--- src/rtl/divider.sv ---
// Multi-cycle radix-2 restoring divider for DIV.W / MOD.W / DIV.WU / MOD.WU.
// Divides operand magnitudes, then corrects signs and divide-by-zero in a single fix cycle.
module divider #(
  parameter int WIDTH = 32,
  parameter int CNT_W = 5
) (
  input  logic             clk,
  input  logic             rst,
  input  logic             pipeline_divider_start,
  input  logic [4:0]       pipeline_divider_subtype,
  input  logic [WIDTH-1:0] pipeline_divider_din1,
  input  logic [WIDTH-1:0] pipeline_divider_din2,
  input  logic             pipeline_divider_flush,
  input  logic             pipeline_divider_stall,
  output logic             divider_pipeline_busy,
  output logic             divider_pipeline_done,
  output logic [WIDTH-1:0] divider_pipeline_dout
);

  typedef enum logic [1:0] {IDLE, CALC, FIX, DONE} state_t;

  state_t           state_reg, state_next;
  logic [CNT_W-1:0] cnt_reg;
  logic [WIDTH-1:0] quo_reg;
  logic [WIDTH-1:0] rem_reg;
  logic [WIDTH-1:0] div_reg;
  logic [WIDTH-1:0] din1_reg;
  logic             zero_reg;
  logic             sign_q_reg;
  logic             sign_r_reg;
  logic             mod_reg;
  logic [WIDTH-1:0] dout_reg;

  logic             flush_go;
  logic             accept;
  logic             signed_op;
  logic             is_mod;
  logic [WIDTH-1:0] mag1;
  logic [WIDTH-1:0] mag2;
  logic [WIDTH:0]   shifted;
  logic [WIDTH:0]   trial;
  logic [WIDTH-1:0] quo_fix;
  logic [WIDTH-1:0] rem_fix;

  assign flush_go  = pipeline_divider_flush & ~pipeline_divider_stall;
  assign accept    = pipeline_divider_start & ~flush_go &
                     ((state_reg == IDLE) | ((state_reg == DONE) & ~pipeline_divider_stall));
  assign signed_op = (pipeline_divider_subtype == 5'd0) | (pipeline_divider_subtype == 5'd1);
  assign is_mod    = (pipeline_divider_subtype == 5'd1) | (pipeline_divider_subtype == 5'd3);
  assign mag1      = (signed_op & pipeline_divider_din1[WIDTH-1]) ? -pipeline_divider_din1
                                                                  : pipeline_divider_din1;
  assign mag2      = (signed_op & pipeline_divider_din2[WIDTH-1]) ? -pipeline_divider_din2
                                                                  : pipeline_divider_din2;

  // 33-bit partial remainder: shift in the next dividend bit, then trial-subtract.
  assign shifted   = {rem_reg, quo_reg[WIDTH-1]};
  assign trial     = shifted - {1'b0, div_reg};

  // A zero divisor overrides sign correction with fixed results.
  assign quo_fix   = zero_reg   ? '1       :
                     sign_q_reg ? -quo_reg : quo_reg;
  assign rem_fix   = zero_reg   ? din1_reg :
                     sign_r_reg ? -rem_reg : rem_reg;

  always_comb begin
    state_next = state_reg;
    if (flush_go) begin
      state_next = IDLE;
    end else begin
      case (state_reg)
        IDLE: if (accept) state_next = CALC;
        CALC: if (cnt_reg == '0) state_next = FIX;
        FIX:  state_next = DONE;
        DONE: begin
          if (accept)                       state_next = CALC;
          else if (!pipeline_divider_stall) state_next = IDLE;
        end
        default: state_next = IDLE;
      endcase
    end
  end

  always_ff @(posedge clk) begin
    if (rst) state_reg <= IDLE;
    else     state_reg <= state_next;
  end

  always_ff @(posedge clk) begin
    if (rst) begin
      cnt_reg    <= '0;
      quo_reg    <= '0;
      rem_reg    <= '0;
      div_reg    <= '0;
      din1_reg   <= '0;
      zero_reg   <= 1'b0;
      sign_q_reg <= 1'b0;
      sign_r_reg <= 1'b0;
      mod_reg    <= 1'b0;
      dout_reg   <= '0;
    end else if (accept) begin
      cnt_reg    <= CNT_W'(WIDTH - 1);
      quo_reg    <= mag1;
      rem_reg    <= '0;
      div_reg    <= mag2;
      din1_reg   <= pipeline_divider_din1;
      zero_reg   <= (pipeline_divider_din2 == '0);
      sign_q_reg <= signed_op & (pipeline_divider_din1[WIDTH-1] ^ pipeline_divider_din2[WIDTH-1]);
      sign_r_reg <= signed_op & pipeline_divider_din1[WIDTH-1];
      mod_reg    <= is_mod;
    end else if (!flush_go) begin
      if (state_reg == CALC) begin
        cnt_reg <= cnt_reg - 1'b1;
        if (!trial[WIDTH]) begin
          rem_reg <= trial[WIDTH-1:0];
          quo_reg <= {quo_reg[WIDTH-2:0], 1'b1};
        end else begin
          rem_reg <= shifted[WIDTH-1:0];
          quo_reg <= {quo_reg[WIDTH-2:0], 1'b0};
        end
      end else if (state_reg == FIX) begin
        dout_reg <= mod_reg ? rem_fix : quo_fix;
      end
    end
  end

  assign divider_pipeline_busy = (state_reg == CALC) | (state_reg == FIX);
  assign divider_pipeline_done = (state_reg == DONE);
  assign divider_pipeline_dout = dout_reg;

endmodule
--- config.mk ---
export PLATFORM = sky130hd
export DESIGN_NAME = divider
export DESIGN_NICKNAME = d
export VERILOG_FILES = /design/src/rtl/divider.sv
export SDC_FILE = /design/constraint.sdc
export NUM_CORES = 1
export LEC_CHECK = 0
export ABC_AREA = 0
export CAP_MARGIN = 20
export CORE_UTILIZATION = 51
export DETAILED_ROUTE_END_ITERATION = 8
export MAX_ROUTING_LAYER = met4
export PLACE_DENSITY = 0.72
export SLEW_MARGIN = 5
export SYNTH_ARGS = -nofsm -noshare
export SYNTH_HDL_FRONTEND = slang
export SYNTH_SLANG_ARGS = --single-unit
--- constraint.sdc ---
create_clock -name clk -period 3.97 [get_ports clk]
set_input_delay 0.397 -clock clk [delete_from_list [all_inputs] [get_ports clk]]
set_output_delay 0.397 -clock clk [all_outputs]
set_load 0.005 [all_outputs]
==> summary.txt <==
Outcome
  • Status: finished with violations
  • Failing checks: design-rule violations

Critical path
  • Type of origin of the critical path: flop
  • Kind of critical path: flop to flop
  • CP endpoint kind: flop
  • Required @ worst endpoint: 4310 ps
  • CP arrival: 4060 ps
  • Worst-path fanout max: 6

Floorplanning
  • Die width: 153 um
  • Die height: 153 um
  • Die area: 23300 sq um
  • Ports: 108
  • Starting Density: 52.6%
  • # rows: 54
  • Core area: 22000 sq um

Clock network
  • Root buf cell: clkbuf_16
  • CTS clk-pin slew, worst paths: 70 ps
  • Clk sink count: 171
  • Maximum buffer depth of the clock tree: 2
  • Clock latency on the worst-skew pair: 450 ps
  • Buffer count from post-CTS setup fixing: 0
  • CTS tree: built
  • Hold Buf Count CTS: 0
  • TritonCTS Buffers: 17
  • Depth of the CTS H-tree: 4

Power and ir drop
  • NetSw: 3.12 mW
  • Reg power frac: 30.8%
  • P per Cell Area: 540 nW/um^2
  • Logic pwr share: 47.2%
  • Switch share: 42.8%
  • Peak supply drop: 0.288 mV
  • Static leakage: 5.14 nW
  • Cell-internal power: 4.17 mW
  • Clock share of power: 22.0%

Global routing
  • First-pass GRT wire length: 55.2 mm
  • GRT met3 Usage: 4.58%
  • Total Routing Usage GR: 29.9%
  • Global route overflow: 0
  • Global-route met2 utilization: 47.1%
  • Vias in the first global route: 10700
  • Largest net degree at the start of global routing: 114
  • Gr busiest metal: met2
  • M1 GR Usage: 39.0%
  • Initial antenna violation count: 0

Yosys
  • Post-Synthesis Cells: 1547
  • Number of synthesized register bits: 171
  • Net count after synthesis: 1665
  • Synthesized area per cell: 7.49 sq um
  • Distinct cell type count after synthesis: 75
  • Yosys Warn Count: 0
  • Post-synthesis sequential area ratio: 29.6%
  • Number of synthesized flops with an enable pin: 0
  • Synth async-reset ratio: 0%
  • Post-synth top flop: dfxtp_1
  • Mapped cell area: 11600 sq um

Place
  • DPL Wire Length: 24.0 mm
  • Pre-CTS setup slack: 214 ps
  • Port Buffers: 107
  • GPL Wtd Cong: 0.928

Timing
  • WHS: 449 ps
  • Final WS setup: 251 ps
  • Relative slew slack: 38.7%
  • Worst-Margin Slew: 920 ps
  • Final min period: 3720 ps
  • Max Clk Rate: 269 MHz
  • Setup violators final: 0
  • Hold Fails Final Rpt: 0
  • Setup TNS: 0 ps
  • Clk_skew: 12.5 ps
  • Final slew viol count: 0
  • Tcrit/Tclk final: 93.7%

Route
  • Antenna Nets Post-Route: 0
  • Vias per inst: 6.08
  • Residual DRC: 7
  • DR vias: 11600
  • Final WL: 33.9 mm
  • 1st-iter DRT viols: 954
  • WL per Instance: 17.8 um
  • First drt pass iteration count: 9

Finish
  • Area grow syn2layout: 16.7%
  • Antenna cells: 0
  • Most common cell after layout, fill and taps aside: nand2_1
  • Fillers: 2029
  • Layout Utilization: 61.4%
  • Most frequent cells in the layout: 219 x nand2_1, 171 x dfxtp_1, 137 x a21oi_1
  • Layout Nets: 1727
  • Layout cells sized above 1: 5.74%

Hold path
  • Hold Crit Class: flop to flop

Run
  • MaxCap Viol Count: 0
cell type report:
type | instances | area, sq um | share of cell area (%)
multi-input cells | 1217 | 7600 | 56.2
clock inverters | 13 | 110 | 0.815
repair buffers | 145 | 1390 | 10.3
clock buffers | 18 | 429 | 3.18
flip-flops and latches | 171 | 3420 | 25.3
well taps | 280 | 350 | 2.59
inverters | 57 | 214 | 1.58
routing by layer:
layer / wire length, um / vias up / share of wire [%]
li1: - / 5681 / -
met1: 15600 / 5388 / 46
met2: 15500 / 424 / 46
met3: 2010 / 70 / 5.9
met4: 808 / 0 / 2.4
met5: 0 / - / 0
critical path, stage by stage, from the launching register on:
cell       delay, ps
dfxtp_1          330
inv_1             40
ha_1             210
fa_1             420
nor2b_2          160
o2111ai_1        180
a2111oi_2        410
buf_4            170
o311ai_0         100
buf_4            180
o31ai_4          200
a41oi_2          230
buf_4            220
xnor2_2          200
buf_4            190
nand2_1          110
a221oi_1         250
Yosys cell counts, drive strengths merged (18+ instances only):
library cell,instances,area [sq um]
a221oi,18,158
a21o,25,189
a21oi,137,686
or4,18,143
nor3,76,380
clkbuf,88,330
ha,43,538
nor4,19,119
mux2i,20,200
a211oi,26,195
xnor2,74,656
o31ai,26,214
inv,57,214
nand3,27,135
xor2,67,587
nor2,129,484
a311oi,36,315
nand2,220,826
dfxtp,171,3420
o21ai,82,410
cells by family after synthesis:
family / count (synthesis) / share of synthesized area, %
flip-flops: 171 / 29.6
AO/OA/AOI/OAI: 440 / 25.1
buffers and inverters: 159 / 5.22
adder cells (fa/ha/maj): 44 / 4.82
multiplexers: 20 / 1.73
XOR/XNOR: 141 / 10.7
AND/OR/NAND/NOR: 572 / 22.8
per-stage QoR:
stage,total power [mW],cells,cell area (sq um)
global placement,5.59,1870,12900
global route,7.77,1901,13500
CTS,7.22,1901,13500
floorplan,4.60,1547,11600
detailed placement,5.62,1870,12900
finish,7.29,1901,13500
power by group through the flow:
stage               clock, mW  combinational [mW]  sequential [mW]
finish                   1.60                3.44             2.24
CTS                      1.61                3.37             2.23
global route             1.69                3.81             2.27
global placement            0                3.32             2.27
floorplan                   0                2.42             2.18
detailed placement          0                3.35             2.27
path summary, 6_finish.rpt:
kind                        startpoint                        end  slack [ps]  cells past startpoint
max                        quo_reg[31]                 quo_reg[0]         250                     16
min          divider_pipeline_dout[18]  divider_pipeline_dout[18]         450                      2
min reg2reg  divider_pipeline_dout[18]  divider_pipeline_dout[18]         450                      2
max reg2reg                quo_reg[31]                 quo_reg[0]         250                     16
repair_timing:
item	4_1_cts	5_1_grt
endpoints found under the hold margin	0	0
endpoints found under the setup margin	0	29
gates resized for setup	0	5
Note: power is estimated with default switching activity, not from simulation.
